==> src/rtl/torture_trace_serializer.sv <==
// Commit trace serializer: captures up to NUM_LANES commits per cycle into a
// multi-write single-read FIFO and streams one sequence-tagged record per cycle.

module tts_lane_pack #(
  parameter int PC_W  = 40,
  parameter int XLEN  = 64,
  parameter int REC_W = PC_W + 32 + 5 + 1 + XLEN + 1 + XLEN + 2
) (
  input  logic [PC_W-1:0]  pc,
  input  logic [31:0]      inst,
  input  logic [4:0]       reg_dst,
  input  logic             reg_wr_valid,
  input  logic [XLEN-1:0]  data,
  input  logic             xcpt,
  input  logic [XLEN-1:0]  xcpt_cause,
  input  logic [1:0]       priv,
  output logic [REC_W-1:0] rec
);
  assign rec = {priv, xcpt_cause, xcpt, data, reg_wr_valid, reg_dst, inst, pc};
endmodule

module torture_trace_serializer #(
  parameter  int NUM_LANES = 2,
  parameter  int PC_W      = 40,
  parameter  int XLEN      = 64,
  parameter  int DEPTH     = 8,
  parameter  int SEQ_W     = 16,
  localparam int REC_W     = PC_W + 32 + 5 + 1 + XLEN + 1 + XLEN + 2,
  localparam int LANE_W    = (NUM_LANES > 1) ? $clog2(NUM_LANES) : 1
) (
  input  logic                      clk,
  input  logic                      rst,
  input  logic                      trace_en,
  input  logic [NUM_LANES-1:0]      commit_valid,
  input  logic [NUM_LANES-1:0]      reg_wr_valid,
  input  logic [NUM_LANES*PC_W-1:0] pc,
  input  logic [NUM_LANES*32-1:0]   inst,
  input  logic [NUM_LANES*5-1:0]    reg_dst,
  input  logic [NUM_LANES*XLEN-1:0] data,
  input  logic [NUM_LANES-1:0]      xcpt,
  input  logic [NUM_LANES*XLEN-1:0] xcpt_cause,
  input  logic [NUM_LANES*2-1:0]    csr_priv_lvl,
  output logic                      out_valid,
  input  logic                      out_ready,
  output logic [REC_W-1:0]          out_rec,
  output logic [LANE_W-1:0]         out_lane,
  output logic [SEQ_W-1:0]          out_seq,
  output logic                      overflow,
  input  logic                      overflow_clr,
  output logic [31:0]               drop_cnt
);
  localparam int PTR_W = $clog2(DEPTH);
  localparam int CNT_W = PTR_W + 1;

  typedef struct packed {
    logic [REC_W-1:0]  rec;
    logic [LANE_W-1:0] lane;
    logic [SEQ_W-1:0]  seq;
  } entry_t;

  logic [NUM_LANES-1:0][REC_W-1:0] lane_rec;
  logic [NUM_LANES-1:0][CNT_W-1:0] lane_off;
  logic [NUM_LANES-1:0][PTR_W-1:0] lane_slot;
  logic [NUM_LANES-1:0]            cap;
  logic [CNT_W-1:0]                k, count, free;
  logic [PTR_W-1:0]                wr_ptr, rd_ptr;
  logic [SEQ_W-1:0]                seq;
  logic [32:0]                     drop_sum;
  logic                            accept, drop, pop;
  entry_t                          mem [DEPTH];

  for (genvar g = 0; g < NUM_LANES; g++) begin : g_lane
    tts_lane_pack #(.PC_W(PC_W), .XLEN(XLEN)) u_pack (
      .pc           (pc[g*PC_W +: PC_W]),
      .inst         (inst[g*32 +: 32]),
      .reg_dst      (reg_dst[g*5 +: 5]),
      .reg_wr_valid (reg_wr_valid[g]),
      .data         (data[g*XLEN +: XLEN]),
      .xcpt         (xcpt[g]),
      .xcpt_cause   (xcpt_cause[g*XLEN +: XLEN]),
      .priv         (csr_priv_lvl[g*2 +: 2]),
      .rec          (lane_rec[g])
    );
  end

  assign cap = commit_valid & {NUM_LANES{trace_en}};

  // Each captured lane lands at wr_ptr + (number of lower captured lanes).
  always_comb begin
    k = '0;
    for (int i = 0; i < NUM_LANES; i++) begin
      lane_off[i]  = k;
      lane_slot[i] = wr_ptr + PTR_W'(lane_off[i]);
      k            = k + CNT_W'(cap[i]);
    end
  end

  // Space is judged on start-of-cycle count; a same-cycle pop does not help.
  assign free      = CNT_W'(DEPTH) - count;
  assign accept    = (k <= free);
  assign drop      = !accept;
  assign out_valid = (count != '0);
  assign pop       = out_valid & out_ready;
  assign drop_sum  = {1'b0, drop_cnt} + 33'(k);

  assign out_rec  = mem[rd_ptr].rec;
  assign out_lane = mem[rd_ptr].lane;
  assign out_seq  = mem[rd_ptr].seq;

  always_ff @(posedge clk) begin
    if (accept) begin
      for (int i = 0; i < NUM_LANES; i++) begin
        if (cap[i]) begin
          mem[lane_slot[i]].rec  <= lane_rec[i];
          mem[lane_slot[i]].lane <= LANE_W'(i);
          mem[lane_slot[i]].seq  <= seq + SEQ_W'(lane_off[i]);
        end
      end
    end
  end

  always_ff @(posedge clk) begin
    if (!rst) begin
      count    <= '0;
      wr_ptr   <= '0;
      rd_ptr   <= '0;
      seq      <= '0;
      overflow <= 1'b0;
      drop_cnt <= '0;
    end else begin
      count  <= count + (accept ? k : CNT_W'(0)) - CNT_W'(pop);
      wr_ptr <= wr_ptr + (accept ? PTR_W'(k) : PTR_W'(0));
      rd_ptr <= rd_ptr + PTR_W'(pop);
      // Dropped records still consume sequence numbers so the sink sees the gap.
      seq    <= seq + SEQ_W'(k);
      if (drop) begin
        overflow <= 1'b1;
        drop_cnt <= drop_sum[32] ? 32'hFFFF_FFFF : drop_sum[31:0];
      end else if (overflow_clr) begin
        overflow <= 1'b0;
      end
    end
  end
endmodule

==> config.mk <==
export PLATFORM = sky130hd
export DESIGN_NAME = torture_trace_serializer
export DESIGN_NICKNAME = d
export VERILOG_FILES = /design/src/rtl/torture_trace_serializer.sv
export SDC_FILE = /design/constraint.sdc
export NUM_CORES = 2
export LEC_CHECK = 0
export BUFFER_PORTS_ARGS = -buffer_cell sky130_fd_sc_hd__buf_2
export CORE_MARGIN = 4
export CORE_UTILIZATION = 40
export DETAILED_ROUTE_END_ITERATION = 10
export SLEW_MARGIN = 20
export SYNTH_ARGS = -nofsm -noshare
export SYNTH_HDL_FRONTEND = slang
export SYNTH_SLANG_ARGS = --single-unit
==> constraint.sdc <==
create_clock -name clk -period 13.64 [get_ports clk]
set_clock_uncertainty 0.15 [all_clocks]
set_input_delay 1.364 -clock clk [delete_from_list [all_inputs] [get_ports clk]]
set_output_delay 1.364 -clock clk [all_outputs]
set_load 0.05 [all_outputs]
Yosys cells after proc, flatten, opt, wreduce, memory -nomap -nowiden
Memories as Yosys holds them, arrays and structs flattened. A register that Yosys moved wholly into a read port is not among the register bits. Index checks and enable logic that the tools add are counted.

Input port bits: 425. Bits in registers: 59. Output and inout bits: 260. Memories kept: 1. Bits in writable memories: 1808. Word-level logic and storage cells: 34.

Memory list: mem (depth 8, bits a word 226, rd ports 1, clocked after memory_dff 1, write ports 2, line 70) `entry_t mem [DEPTH];`.

Multiplexer cells: 12. Reductions and logical operators: 1. Magnitude comparators: 1. Bitwise gates (word level): 2. Add/sub/neg operators: 10. Equal/unequal tests: 1.

Operator list (number): $add A32 B2 Y33 (1); $mux W32 (1); $add A16 B1 Y16 (1); $add A16 B2 Y16 (1); $mux W1 (8); $add A3 B1 Y3 (2); $add A4 B2 Y4 (1); $le A2 B4 Y1 (1); $mux W2 (2); $reduce_bool A4 Y1 (1); $sub A4 B1 Y4 (1); $sub A4 B4 Y4 const A (1); $add A3 B2 Y3 (1); $mux W3 (1); $add A1 B1 Y2 (1); $and A2 B2 Y2 (1); $ne A2 B2 Y1 const B (1); $and A1 B1 Y1 (1).

Logic depth before layout (Yosys ltp)
Depth in word-level cells: 6. Depth in mapped cells: 18. Gate-level depth less buffers: 16.

Hierarchy
From an unflattened synthesis, not the netlist that was laid out.

Cells, all modules: 6195. Area, all modules: 93793.7 um^2.

By module, submodules not included: torture_trace_serializer (area each 90655.7 um^2, instances 1, cells an instance 5777, sequential area each 55393.1 um^2); tts_lane_pack (area each 1569.0 um^2, instances 2, cells an instance 209, sequential area each 0.0 um^2).

Worst setup path after synthesis
No wires, ideal clock.

Path kind: input to register. Start point: input port commit_valid[0]. End point: memory mem[0][0] (netlist name) (enable). Setup time: 1.746 ns. Required time: 11.744 ns. Slack: 4.567 ns. Stages on the path: 13. Data arrival time: 7.177 ns. Buffers on the path: 5. Cell sequence: buf_2 xor2_1 and2_1 inv_1 ha_1 o21ai_0 a21o_1 buf_4 buf_2 a211o_1 clkbuf_1 clkbuf_1 nand2_1.

RTL lines: start, declared (line 34) `input logic [NUM_LANES-1:0] commit_valid,`; end, declared (line 70).

==> impl_metrics.yaml <==
power:
  pwr-share-comb_pct: 29.2
  p_sw_w: 0.00587
  p_seq_share_pct: 39.9
  p_total_w: 0.0172
  power.share.clock_pct: 31.0
  internal_power_w: 0.0113
  p_per_area_mw_per_mm2: 169
  swShare_pct: 34.1
  irDropWorstVdd_mv: 0.142
  power_leakage_nw: 33.7
global_routing:
  grt_usage_pct: 25.1
  antenna_found_initial: 130
  grt_max_degree: 127
  grt_pass1_vias: 60200
  grt_overflow: 0
  grt_pass1_wl_um: 436000
min_path:
  worstHoldEndpoint: "mem[2][16]"
  hold_class: "flip-flop to flip-flop"
  hold_start: "mem[2][16]"
  hold_depth: 2
worst_setup_path:
  reg2reg_slack_ns: 8.04
  path_delay_family: "buffers and inverters"
  slowest_stage: "dfxtp_4"
  critPathKind: "flip-flop to primary output"
  cp-end-kind: "primary output"
  crit_arrival_ns: 5.23
  start_kind: "flip-flop"
  cp_max_fo: 56
  startpoint: "rd_ptr[1]"
  required_ns: 12.13
  rr_endpoint: "mem[1][17]"
  rr_startpoint: "wr_ptr[0]"
  worst-r2r-cell-count: 9
  critPathMostFrequentCell: "buf_4"
  slowest_delay_ns: 1.00
  crit_chain: "buf_4 -> buf_4 -> buf_4 -> mux4_2 -> mux2_2 -> buf_2"
  cp_num_buf_inv: 4
timing:
  worstMarginPinSlew_ns: 1.26
  slew_headroom_pct: 16.0
  finalSetupViolations: 0
  rsz0062_at_grt: "no"
  max_freq_mhz: 148
  finalMaxSlewViolations: 0
  timing.setup.tns_ns: 0
  hold_viol_final: 0
  period_needed_ns: 6.75
  post-route-period-util_pct: 49.5
yosys:
  synth.distinct_cells: 57
  syn_nets: 6280
  avgSynthCellArea_sq_um: 15.6
  synth_area_leaders: "edfxtp_1 (60%), a22o_1 (16%), mux4_2 (11%)"
  synth-async-reset-ratio_pct: 0
  synth_edf_count: 1800
  synth_seq_cells: 1867
  synth_top_area_share_pct: 59.5
  post-synth-top-area-cell: "edfxtp_1"
  ys_warn_count: 0
  netlist_instances: 5836
  synth_area_sq_mm: 0.0908
  seq_area_frac_synth_pct: 61.0
  yosys_most_used_dff: "edfxtp_1"
finish:
  syn2layout_area_growth_pct: 12.1
  finalNonFillerCells: 9090
  fin_nets: 6293
  seqCellArea_sq_mm: 0.0554
  multi_input_area_sq_mm: 0.0314
  drive_above_1_share_pct: 29.7
  fillCellCount: 19700
clock_tree:
  clkSlewWorstSetupHoldPaths_ns: 0.06
  clock_path_buffers: 3
  worstSkewPairLatency_ns: 0.85
  cts_setup_buffers: 0
  cts_hold_buf: 0
  cts-root-buf: "clkbuf_16"
  post_cts_resized: 0
  h-tree-depth: 4
  cts_sinks: 1867
  cts_buffers: 201
  cts_tree: "built"
floorplan:
  die_area_sq_mm: 0.235
  start_util_pct: 40.3
  row_count: 174
  die_w_um: 484
  ioPinCount: 685
  core_sq_mm: 0.225
  die_y_um: 484
routing:
  viasPerCell: 6.58
  first_iter_violations: 7199
  drc: 0
  vias: 59800
  postRouteAntennaNets: 0
  drtPass1Iterations: 6
  wl_per_cell_um: 33.2
  routed_wl_um: 302000
placement:
  gp_congestion: 0.798
  portBuffers: 684
  hpwlAfterDp_um: 161000
  dp.cells: 8637
run:
  maxCapViolCount: 0
status:
  outcome: "finished clean"
-- area by class of cell --
class / count / share of cell area [%]
timing repair buffer: 799 / 4.49
clock inverter: 119 / 1.06
tap: 2992 / 3.68
sequential: 1867 / 54.4
clock buffer: 250 / 5.21
multi-input combinational: 2958 / 30.8
antenna: 83 / 0.204
inverter: 22 / 0.0811
-- layer usage --
layer	vias to the layer above	part of all wire, %	wire length [um]	global-route usage [%]
met5	-	0.15	464	0
met4	72	3.4	10400	9.33
met3	650	10	30500	6.01
met2	3461	47	142000	39.6
met1	31400	39	119000	33.7
li1	24200	-	-	-
-- power by group through the flow --
stage | logic (W) | clock network [W] | registers, W
after floorplan | 0.00364 | 0 | 0.00700
after global placement | 0.00497 | 0 | 0.00699
after detailed placement | 0.00499 | 0 | 0.00701
after CTS | 0.00501 | 0.00540 | 0.00689
after global routing | 0.00524 | 0.00564 | 0.00689
final | 0.00501 | 0.00532 | 0.00686
-- cells in the final DEF, fill, tap and decap left out, types with 8 or more instances in the layout --
master,instances
diode_2,83
edfxtp_1,1800
and3_1,9
mux2_2,226
nor2_1,50
xor2_1,16
inv_1,21
o21ai_1,9
a31oi_1,23
a221o_1,19
or3_1,12
bufinv_16,9
a21oi_1,38
mux4_2,452
buf_2,684
nor3_1,14
nand2_1,101
a211oi_4,8
nand4_1,16
clkinv_1,55
clkinv_16,11
dfxtp_1,64
a21o_1,13
buf_12,21
clkinv_2,35
nand3_1,20
nor4_1,19
o31a_1,8
a22o_1,1682
ha_1,17
xnor2_1,26
buf_4,92
clkbuf_16,202
and2_1,13
clkbuf_1,41
o2bb2ai_1,36
o21ai_0,51
-- cells by family (layout without fill, tap and decap cells) --
family	after synthesis	in the layout	share of synthesized area (%)
XOR/XNOR	42	42	0.405
other	0	83	0
flip-flops	1867	1867	61.0
AO/OA/AOI/OAI	1913	1913	18.0
buffers and inverters	1011	1190	4.58
AND/OR/NAND/NOR	304	304	1.65
multiplexers	678	678	14.0
adder cells (fa/ha/maj)	21	21	0.300
-- cell usage after synthesis, drive strengths merged, types with 22 or more instances --
library cell / number
buf: 760
mux4: 452
clkbuf: 229
a21oi: 38
a22o: 1682
nor2: 53
mux2: 226
edfxtp: 1800
a31oi: 24
dfxtp: 67
inv: 22
o2bb2ai: 36
nand2: 106
xnor2: 26
o21ai: 60
-- worst max path at each step --
stage	to	slack [ns]	cells after the start
5_1_grt	out_rec[71]	6.56	7
2_1_floorplan	mem[0][0]	4.57	13
3_3_place_gp	mem[4][93]	6.68	13
4_1_cts	out_rec[72]	6.56	6
3_5_place_dp	mem[4][88]	6.75	13
6_report	out_rec[125]	6.89	6
-- worst reg2reg max path: cells and delay by family, from the launching register on --
kind,cells,cell delay [ns]
flip-flops,1,0.37
buffers and inverters,2,1.44
AND/OR/NAND/NOR,5,2.08
adder cells (fa/ha/maj),1,0.20
XOR/XNOR,1,0.63
-- metrics by stage --
stage                     utilization (%)  area (sq um)  hold slack [ns]  setup WS [ns]
after floorplan                         -         90800            0.268           4.57
after global placement               42.2         95200            0.280           6.68
after detailed placement             42.2         95200            0.283           6.75
after CTS                            45.1        102000            0.297           6.56
after global routing                 45.1        102000            0.315           6.56
final                                45.2        102000            0.298           6.89
-- flip-flops by register name (all words and copies together) (netlist names) --
name and flops:
wr_ptr 3, rd_ptr 3, mem 1808, overflow 1, drop_cnt 32, seq 16, count 4
(Power assumes the default switching activity.)
